<file path="config.mk">
export PLATFORM = sky130hd
export DESIGN_NAME = memc_load_store_responder
export DESIGN_NICKNAME = d
export VERILOG_FILES = /design/src/rtl/memc_pkg.sv /design/src/rtl/memc_resp_fifo.sv /design/src/rtl/memc_load_store_responder.sv
export SDC_FILE = /design/constraint.sdc
export NUM_CORES = 1
export LEC_CHECK = 0
export CAP_MARGIN = 20
export CORE_ASPECT_RATIO = 1.2
export CORE_MARGIN = 3
export CORE_UTILIZATION = 35
export CTS_BUF_LIST = sky130_fd_sc_hd__clkbuf_4 sky130_fd_sc_hd__clkbuf_8 sky130_fd_sc_hd__clkbuf_16
export DETAILED_ROUTE_END_ITERATION = 8
export GPL_ROUTABILITY_DRIVEN = 1
export SLEW_MARGIN = 40
export SYNTH_ARGS = -nofsm -noshare
export SYNTH_HDL_FRONTEND = slang
export SYNTH_SLANG_ARGS = --single-unit
</file>
<file path="constraint.sdc">
create_clock -name clk -period 3.3 [get_ports clk]
set_input_delay 0.495 -clock clk [delete_from_list [all_inputs] [get_ports clk]]
set_output_delay 0.495 -clock clk [all_outputs]
set_load 0.03 [all_outputs]
</file>
<file path="src/rtl/memc_pkg.sv">
// memc_pkg: shared encodings, default widths and response bundle
// for the memory-controller load/store responder.
package memc_pkg;

   localparam int MEMC_ADDR_W = 24;
   localparam int MEMC_DATA_W = 32;
   localparam int MEMC_TAG_W  = 4;

   localparam logic [1:0] MEMC_REQ_READ   = 2'b01;
   localparam logic [1:0] MEMC_REQ_WRITE  = 2'b10;

   localparam logic [1:0] MEMC_RESP_RDATA = 2'b01;
   localparam logic [1:0] MEMC_RESP_WACK  = 2'b10;
   localparam logic [1:0] MEMC_RESP_ERR   = 2'b11;

   typedef struct packed {
      logic [1:0]             cntl;
      logic [MEMC_TAG_W-1:0]  tag;
      logic [MEMC_DATA_W-1:0] data;
   } memc_resp_t;

   function automatic logic [1:0] memc_resp_code(
      input logic [1:0] req
   );
      logic [1:0] code;
      case (req)
         MEMC_REQ_READ:  code = MEMC_RESP_RDATA;
         MEMC_REQ_WRITE: code = MEMC_RESP_WACK;
         default:        code = MEMC_RESP_ERR;
      endcase
      return code;
   endfunction

endpackage

</file>
<file path="src/rtl/memc_resp_fifo.sv">
// memc_resp_fifo: synchronous FIFO holding tagged responses.
// Ports: clk, reset_poweron (async, active low), i_push/i_data,
// i_pop, o_data (head), o_empty, o_full. Push+pop allowed when full.
module memc_resp_fifo #(
   parameter int WIDTH = 8,
   parameter int DEPTH = 4
) (
   input  logic             clk,
   input  logic             reset_poweron,
   input  logic             i_push,
   input  logic [WIDTH-1:0] i_data,
   input  logic             i_pop,
   output logic [WIDTH-1:0] o_data,
   output logic             o_empty,
   output logic             o_full
);

   localparam int AW = (DEPTH > 1) ? $clog2(DEPTH) : 1;
   localparam int CW = $clog2(DEPTH + 1);

   logic [WIDTH-1:0] r_mem [DEPTH];
   logic [AW-1:0]    r_wr;
   logic [AW-1:0]    r_rd;
   logic [CW-1:0]    r_cnt;
   logic             w_do_pop;
   logic             w_do_push;

   function automatic logic [AW-1:0] nxt(input logic [AW-1:0] p);
      return (p == AW'(DEPTH - 1)) ? '0 : p + AW'(1);
   endfunction

   assign o_empty   = (r_cnt == '0);
   assign o_full    = (r_cnt == CW'(DEPTH));
   assign w_do_pop  = i_pop & ~o_empty;
   // a full FIFO still takes a push when its head leaves this cycle
   assign w_do_push = i_push & (~o_full | w_do_pop);
   assign o_data    = r_mem[r_rd];

   always_ff @(posedge clk) begin
      if (w_do_push) r_mem[r_wr] <= i_data;
   end

   always_ff @(posedge clk or negedge reset_poweron) begin
      if (!reset_poweron) begin
         r_wr  <= '0;
         r_rd  <= '0;
         r_cnt <= '0;
      end else begin
         if (w_do_push) r_wr <= nxt(r_wr);
         if (w_do_pop)  r_rd <= nxt(r_rd);
         if (w_do_push & ~w_do_pop)
            r_cnt <= r_cnt + CW'(1);
         else if (~w_do_push & w_do_pop)
            r_cnt <= r_cnt - CW'(1);
      end
   end

endmodule

</file>
<file path="src/rtl/memc_load_store_responder.sv">
// memc_load_store_responder: accepts LD/ST requests, runs them on a
// single-port SRAM and returns in-order tagged responses.
// Ports: ldst__memc__* request, memc__ldst__resp_* response,
// sram_* local memory, clk / reset_poweron (async, active low).
module memc_load_store_responder
   import memc_pkg::*;
#(
   parameter int ADDR_WIDTH      = MEMC_ADDR_W,
   parameter int DATA_WIDTH      = MEMC_DATA_W,
   parameter int TAG_WIDTH       = MEMC_TAG_W,
   parameter int RESP_FIFO_DEPTH = 4,
   parameter int SRAM_RD_LATENCY = 1
) (
   input  logic                  clk,
   input  logic                  reset_poweron,
   input  logic                  ldst__memc__valid,
   input  logic [1:0]            ldst__memc__cntl,
   input  logic [TAG_WIDTH-1:0]  ldst__memc__tag,
   input  logic [ADDR_WIDTH-1:0] ldst__memc__address,
   input  logic [DATA_WIDTH-1:0] ldst__memc__data,
   output logic                  memc__ldst__ready,
   output logic                  memc__ldst__resp_valid,
   output logic [1:0]            memc__ldst__resp_cntl,
   output logic [TAG_WIDTH-1:0]  memc__ldst__resp_tag,
   output logic [DATA_WIDTH-1:0] memc__ldst__resp_data,
   input  logic                  ldst__memc__resp_ready,
   output logic                  sram_en,
   output logic                  sram_we,
   output logic [ADDR_WIDTH-1:0] sram_addr,
   output logic [DATA_WIDTH-1:0] sram_wdata,
   input  logic [DATA_WIDTH-1:0] sram_rdata
);

   localparam int CW = $clog2(RESP_FIFO_DEPTH + 1);
   localparam int L  = SRAM_RD_LATENCY;
   localparam int RW = 2 + TAG_WIDTH + DATA_WIDTH;

   typedef struct packed {
      logic [1:0]            cntl;
      logic [TAG_WIDTH-1:0]  tag;
      logic [DATA_WIDTH-1:0] data;
   } resp_t;

   logic [CW-1:0]        r_outstanding;
   logic                 r_pv [L];
   logic [1:0]           r_pc [L];
   logic [TAG_WIDTH-1:0] r_pt [L];

   logic  w_accept;
   logic  w_pop;
   logic  w_push;
   logic  w_rd;
   logic  w_wr;
   logic  w_empty;
   logic  w_full;
   resp_t w_push_data;
   resp_t w_head;

   // ready is low while reset is held, high from the first
   // cycle after release
   assign memc__ldst__ready = reset_poweron &
      (r_outstanding < CW'(RESP_FIFO_DEPTH));

   assign w_accept = ldst__memc__valid & memc__ldst__ready;
   assign w_pop    = memc__ldst__resp_valid & ldst__memc__resp_ready;
   assign w_rd     = (ldst__memc__cntl == MEMC_REQ_READ);
   assign w_wr     = (ldst__memc__cntl == MEMC_REQ_WRITE);

   always_ff @(posedge clk or negedge reset_poweron) begin
      if (!reset_poweron) begin
         r_outstanding <= '0;
      end else if (w_accept & ~w_pop) begin
         r_outstanding <= r_outstanding + CW'(1);
      end else if (~w_accept & w_pop) begin
         r_outstanding <= r_outstanding - CW'(1);
      end
   end

   always_ff @(posedge clk or negedge reset_poweron) begin
      if (!reset_poweron) begin
         sram_en    <= 1'b0;
         sram_we    <= 1'b0;
         sram_addr  <= '0;
         sram_wdata <= '0;
      end else begin
         sram_en <= w_accept & (w_rd | w_wr);
         sram_we <= w_accept & w_wr;
         if (w_accept & (w_rd | w_wr))
            sram_addr <= ldst__memc__address;
         if (w_accept & w_wr)
            sram_wdata <= ldst__memc__data;
      end
   end

   // every accepted request rides the pipe, so responses keep order
   always_ff @(posedge clk or negedge reset_poweron) begin
      if (!reset_poweron) begin
         for (int i = 0; i < L; i++) begin
            r_pv[i] <= 1'b0;
            r_pc[i] <= '0;
            r_pt[i] <= '0;
         end
      end else begin
         r_pv[0] <= w_accept;
         r_pc[0] <= ldst__memc__cntl;
         r_pt[0] <= ldst__memc__tag;
         for (int i = 1; i < L; i++) begin
            r_pv[i] <= r_pv[i-1];
            r_pc[i] <= r_pc[i-1];
            r_pt[i] <= r_pt[i-1];
         end
      end
   end

   always_comb begin
      w_push_data      = '0;
      w_push_data.cntl = memc_resp_code(r_pc[L-1]);
      w_push_data.tag  = r_pt[L-1];
      if (r_pc[L-1] == MEMC_REQ_READ)
         w_push_data.data = sram_rdata;
   end

   // credits keep this from ever blocking; it only guards the FIFO
   assign w_push = r_pv[L-1] & (~w_full | w_pop);

   memc_resp_fifo #(
      .WIDTH (RW),
      .DEPTH (RESP_FIFO_DEPTH)
   ) u_fifo (
      .clk           (clk),
      .reset_poweron (reset_poweron),
      .i_push        (w_push),
      .i_data        (w_push_data),
      .i_pop         (w_pop),
      .o_data        (w_head),
      .o_empty       (w_empty),
      .o_full        (w_full)
   );

   assign memc__ldst__resp_valid = ~w_empty;
   assign memc__ldst__resp_cntl  = w_empty ? '0 : w_head.cntl;
   assign memc__ldst__resp_tag   = w_empty ? '0 : w_head.tag;
   assign memc__ldst__resp_data  = w_empty ? '0 : w_head.data;

endmodule
</file>
After elaboration in Yosys (flattened, before gate mapping)
Memory sizes are Yosys's and may differ from the RTL's. Cells that the tools add are included.

Bits in registers: 75. Bits in latches: 0. RAM bits: 152. Bits in read-only memories: 0. Bits of input ports: 98. Output and inout bits: 98. Logic and storage cells: 63. Memories: 1.

Memories: u_fifo.r_mem (depth 4, width 38, read ports 1, clocked after Yosys merged registers in 0, wr ports 1, line memc_resp_fifo.sv:21) `logic [WIDTH-1:0] r_mem [DEPTH];`.

Add/subtract/negate cells: 6. Multiply operators: 0. Divide/modulo/power cells: 0. $lt $le $gt $ge: 1. Equal/unequal tests: 7. Shift-type cells: 0. Muxes and demuxes: 13. Bitwise operators: 21. Reductions and logical operators: 3.

Operators by type and width (count): $mux W32 (2); $and A1 B1 Y1 (12); $mux W3 (4); $eq A2 B2 Y1 const B (4); $add A3 B1 Y3 const B (2); $mux W2 (3); $not A1 Y1 (6); $sub A3 B1 Y3 const B (2); $add A2 B1 Y2 const B (2); $eq A2 B1 Y1 const B (2); $mux W4 (1); $pmux W2 S2 (1); $reduce_bool A2 Y1 (2); $eq A3 B3 Y1 const B (1); $logic_not A3 Y1 (1); $lt A3 B3 Y1 const B (1); $or A1 B1 Y1 (3); $mux W1 (2).

Logic depth before layout (Yosys ltp)
Depth in word-level cells: 10. Gate-level depth with buffers: 9. Mapped depth without buffers: 8.

Hierarchy
Synthesis repeated with hierarchy kept, for this count alone.

Cells, all modules: 465. Area, all modules: 9073.7 um2.

By module, submodules not included: memc_resp_fifo (times used 1, cells an instance 236, area an instance 5948.2 um2, seq. area each 4739.5 um2); memc_load_store_responder (times used 1, cells an instance 229, area an instance 3125.5 um2, seq. area each 1701.6 um2).

Worst setup path after synthesis
No wires, ideal clock.

Kind: register to register. Start point: register u_fifo.r_cnt[1]. End point: register u_fifo.r_cnt[2]. Library setup time: 0.080 ns. Arrival: 2.189 ns. Data required time: 3.220 ns. Setup slack: 1.031 ns. Cell stages (with the launch flop): 10. Path buffers: 1. Cells stage by stage: dfrtp_1 -> or3_1 -> clkbuf_1 -> nand2_1 -> ha_1 -> inv_1 -> fa_1 -> xor2_1 -> nor2_1 -> xnor2_1.

Cells in the longest elaborated chain, start to end: 9.

Ends and longest elaborated chain: start: declaration (line memc_resp_fifo.sv:24) `logic [CW-1:0] r_cnt;`; start signal: assignment (line memc_resp_fifo.sv:52) `r_cnt <= r_cnt + CW'(1);`; start signal: assignment (line memc_resp_fifo.sv:54) `r_cnt <= r_cnt - CW'(1);`; $logic_not A3 Y1 * (line memc_resp_fifo.sv:32) `assign o_empty = (r_cnt == '0);`; $not A1 Y1 * (line memc_load_store_responder.sv:140) `assign memc__ldst__resp_valid = ~w_empty;`; net memc__ldst__resp_valid (line memc_load_store_responder.sv:22) `output logic memc__ldst__resp_valid,`; $and A1 B1 Y1 (line memc_load_store_responder.sv:65) `assign w_pop = memc__ldst__resp_valid & ldst__memc__resp_ready;`; $or A1 B1 Y1 or $and A1 B1 Y1 (tied branches) (line memc_load_store_responder.sv:124, memc_resp_fifo.sv:34); $and A1 B1 Y1 or $or A1 B1 Y1 (tied branches) (line memc_load_store_responder.sv:124, memc_resp_fifo.sv:36); $and A1 B1 Y1 (line memc_resp_fifo.sv:36) `assign w_do_push = i_push & (~o_full | w_do_pop);`; $not A1 Y1 (line memc_resp_fifo.sv:53) `else if (~w_do_push & w_do_pop)`; $and A1 B1 Y1 (line memc_resp_fifo.sv:53); $reduce_bool A2 Y1 (no line).

The timed path passes the listed nets; every way through them passes the cells marked *. The select of a mux whose other input is x is not followed. A chain may end at the register's enable or synchronous reset.

Final worst setup path
Start point: register u_fifo.r_rd[1]. End point: output port memc__ldst__resp_data[4].

Cells in the longest elaborated chain, start to end: 2.

Ends and longest elaborated chain: start: declaration (line memc_resp_fifo.sv:23) `logic [AW-1:0] r_rd;`; start signal: assignment (line memc_resp_fifo.sv:50) `if (w_do_pop) r_rd <= nxt(r_rd);`; $mem_v2 Z4 W38; $mux W32 (line memc_load_store_responder.sv:143) `assign memc__ldst__resp_data = w_empty ? '0 : w_head.data;`; end: declaration (line memc_load_store_responder.sv:25) `output logic [DATA_WIDTH-1:0] memc__ldst__resp_data,`.

Every way passes these cells.

==> results by group <==
Timing
  • RSZ-0062 raised after global routing: no
  • Final worst setup slack: 0.1300 ns
  • Slew HR: 48.79%
  • Fmax: 0.3155 GHz
  • Min Tclk post-route: 3.170 ns
  • Final Cycle Share: 96.06%
  • Final Hold Vio Count: 0
  • Max Slew Vio Count: 0
  • Hold_ws: 0.4330 ns
  • Clock Skews: 0.009476 ns
  • Setup TNS: 0 ns
  • Setup violators final: 0
  • Tightest Pin Transition: 0.7654 ns

Cells and area
  • Commonest non-fill, non-tap cells in the layout: clkdlybuf4s50_1 (194), edfxtp_1 (152), dfrtp_1 (73)
  • ANT cells: 0
  • Leading cell type in the layout, fill and taps excluded: clkdlybuf4s50_1
  • # fillers: 2064
  • Layout cells sized above 1: 24.28%
  • Area delta synth->final: 35.83%
  • # nets final: 786
  • Multi-input gate area: 2380 um2
  • Non-Filler Instances: 1021
  • Storage cell area: 6446 um2

GRT
  • Grt ovf: 0
  • Vias in the first global route: 5552
  • Total Routing Usage GR: 13.98%
  • Largest net degree at the start of global routing: 63
  • First-pass GRT wire length: 30960 um
  • Initial antenna violation count: 1

Floorplan
  • Core box area: 24990 um2
  • Site Rows: 63
  • Die ar.: 27680 um2
  • I/O pins: 196
  • Die height: 181.7 um
  • Initial Utilization: 36.02%
  • Die width: 152.4 um

Yosys
  • Sequential area share after synthesis: 71.57%
  • Dominant cell type by area after synthesis: edfxtp_1
  • Unique masters post-synth: 26
  • Post-synthesis cell count: 461
  • Top cells by area, synth: edfxtp_1 (51%), dfrtp_1 (21%), mux4_2 (9.5%)
  • Yosys warns: 0
  • Post-synth top area share: 50.72%
  • Mapped Nets: 569
  • Synthesized cell area: 9000 um2
  • Synthesized area per cell: 19.52 um2
  • Yosys reg bits: 227

Routing
  • First DRT Iteration DRCs: 141
  • WL/cell: 19.07 um
  • Max Used Layer: met5
  • Met3 wire length: 1736 um
  • Routed Antenna Nets: 0
  • Detailed-route via count: 4807
  • DR WL met2: 9609 um
  • First-pass DRT Iterations: 4
  • Via/cell ratio: 4.708
  • # DRC: 0
  • DRT Wirelength: 19470 um
  • M1 WL: 7768 um

Clock network
  • Clk slew on worst S/H paths: 0.06 ns
  • Clock root cell: clkbuf_16
  • Clk_lat worst skew: 0.50 ns
  • CTS tree: yes
  • CTS sink cnt: 227
  • Total CTS buffers: 24
  • CTS H-Tree Depth: 1
  • Clock Path Buffers: 3

Place
  • Pre-CTS setup slack: 0.5306 ns
  • Post-DP HPWL: 12960 um
  • Port buffer count: 195
  • Routability congestion estimate from global placement: 0.7213
  • Placed cell count: 974

Power
  • Reg power frac: 34.6%
  • Tot Pwr: 0.01153 W
  • Clock power share: 23.5%
  • Combinational group share of total power: 41.9%
  • Switch Pwr: 0.003937 W
  • VDD IR max: 0.7327 mV
  • Sw Share: 34.13%
  • Internal power: 0.007598 W
  • Leakage: 4.483 nW
  • Pwr per Cell Area: 943.6 nW/um2

Flow run
  • Max-cap violations: 0

Critical path
  • Worst setup SP type: flip-flop
  • Crit. End Element: primary output
  • Critical setup path kind: flip-flop to primary output
  • Critical Path AT: 2.67 ns
  • Data required, critical path: 2.80 ns
  • CP Max Fanout: 23

Status
  • Status: finished, final reports clean

Worst hold path
  • Worst hold path type: primary input to async pin
==> per-layer routing <==
layer,GRT usage [%],up-vias
met3,4.863,26
met4,3.345,2
met1,17.12,2415
li1,-,2163
met2,23.93,201
met5,0,-
==> critical path, cell delays in order (launching register included) <==
cell and delay (ns):
dfrtp_2 0.75, buf_4 0.32, mux4_2 0.32, and2_1 0.18
clkdlybuf4s50_1 0.59
==> synthesized netlist by cell type <==
cell      instances
mux2_2           43
inv_1             8
nand2_2           1
buf_2             6
fa_1              2
nor2_1            4
and2b_2           1
and2_1           74
dfrtp_1          75
and3b_2           1
mux2_4           19
xnor2_1           3
or3_1             1
nand2_1           2
buf_6             4
mux4_2           38
clkbuf_1          9
nor2b_4           1
nor2b_1           1
buf_12            2
xor2_1            3
nand2b_1          1
ha_1              8
edfxtp_1        152
buf_4             1
o41a_1            1
==> state kept, by name, summed over array words and instances, names as in the netlist <==
register,cells
sram_addr,24
r_pt,4
r_pv,1
r_pc,2
sram_wdata,32
u_fifo.r_mem,152
u_fifo.r_wr,2
u_fifo.r_rd,2
sram_we,1
r_outstanding,3
u_fifo.r_cnt,3
sram_en,1
==> worst paths after layout <==
kind / startpoint / end / slack, ns / cells past startpoint
setup / recovery: u_fifo.r_rd[1]$_DFFE_PN0P_ / memc__ldst__resp_data[4] / 0.13 / 4
hold / removal: reset_poweron / r_pv$_DFF_PN0_ / 0.43 / 2
setup reg to reg: u_fifo.r_cnt[0]$_DFFE_PN0P_ / r_outstanding[2]$_DFFE_PN0P_ / 0.94 / 9
hold reg to reg: r_outstanding[2]$_DFFE_PN0P_ / r_outstanding[2]$_DFFE_PN0P_ / 0.49 / 1
max in group asynchronous: reset_poweron / r_pt[0]$_DFF_PN0_ / 2.04 / 3
min in group clk: ldst__memc__tag[1] / r_pt[1]$_DFF_PN0_ / 0.43 / 1
==> area by class of cell <==
cell class              instances  area share [%]
flip-flops and latches        227           52.73
multi-input cells             204           19.47
repair buffers                213           17.62
clock buffers                  26           5.179
well taps                     325           3.327
clock inverters                18           1.433
inverters                       8          0.2457
==> cell families (layout without fill, tap and decap cells) <==
family          after synthesis  count (layout)  share of synthesized area (%)
compound gates                1               1                         0.1251
xor+xnor                      6               6                         0.5840
fa+ha+maj                    10              10                          1.557
buf+inv                      30             265                          2.071
flops                       227             227                          71.57
mux                         100             100                          18.06
simple gates                 87              87                          6.034
==> through the flow <==
step | area, um2 | util (%)
floorplan | 9000 | -
global placement | 11380 | 45.56
detailed placement | 11380 | 45.56
CTS | 12210 | 48.85
global route | 12220 | 48.92
finish | 12220 | 48.92
==> timing repair <==
item	in CTS	in global routing
buffers inserted	0	2
setup endpoints to repair	14	3
endpoints found under the hold margin	13	0
gates resized for setup	1	0
hold buffers	1	0
==> power groups by stage <==
stage | clock network (W) | registers (W) | logic, W
after global placement | 0 | 0.00404 | 0.00481
final | 0.00271 | 0.00399 | 0.00484
after detailed placement | 0 | 0.00406 | 0.00486
after global routing | 0.00292 | 0.00406 | 0.00513
after floorplan | 0 | 0.00460 | 0.00233
after CTS | 0.00282 | 0.00403 | 0.00487
Power figures use the tool's default switching activity.
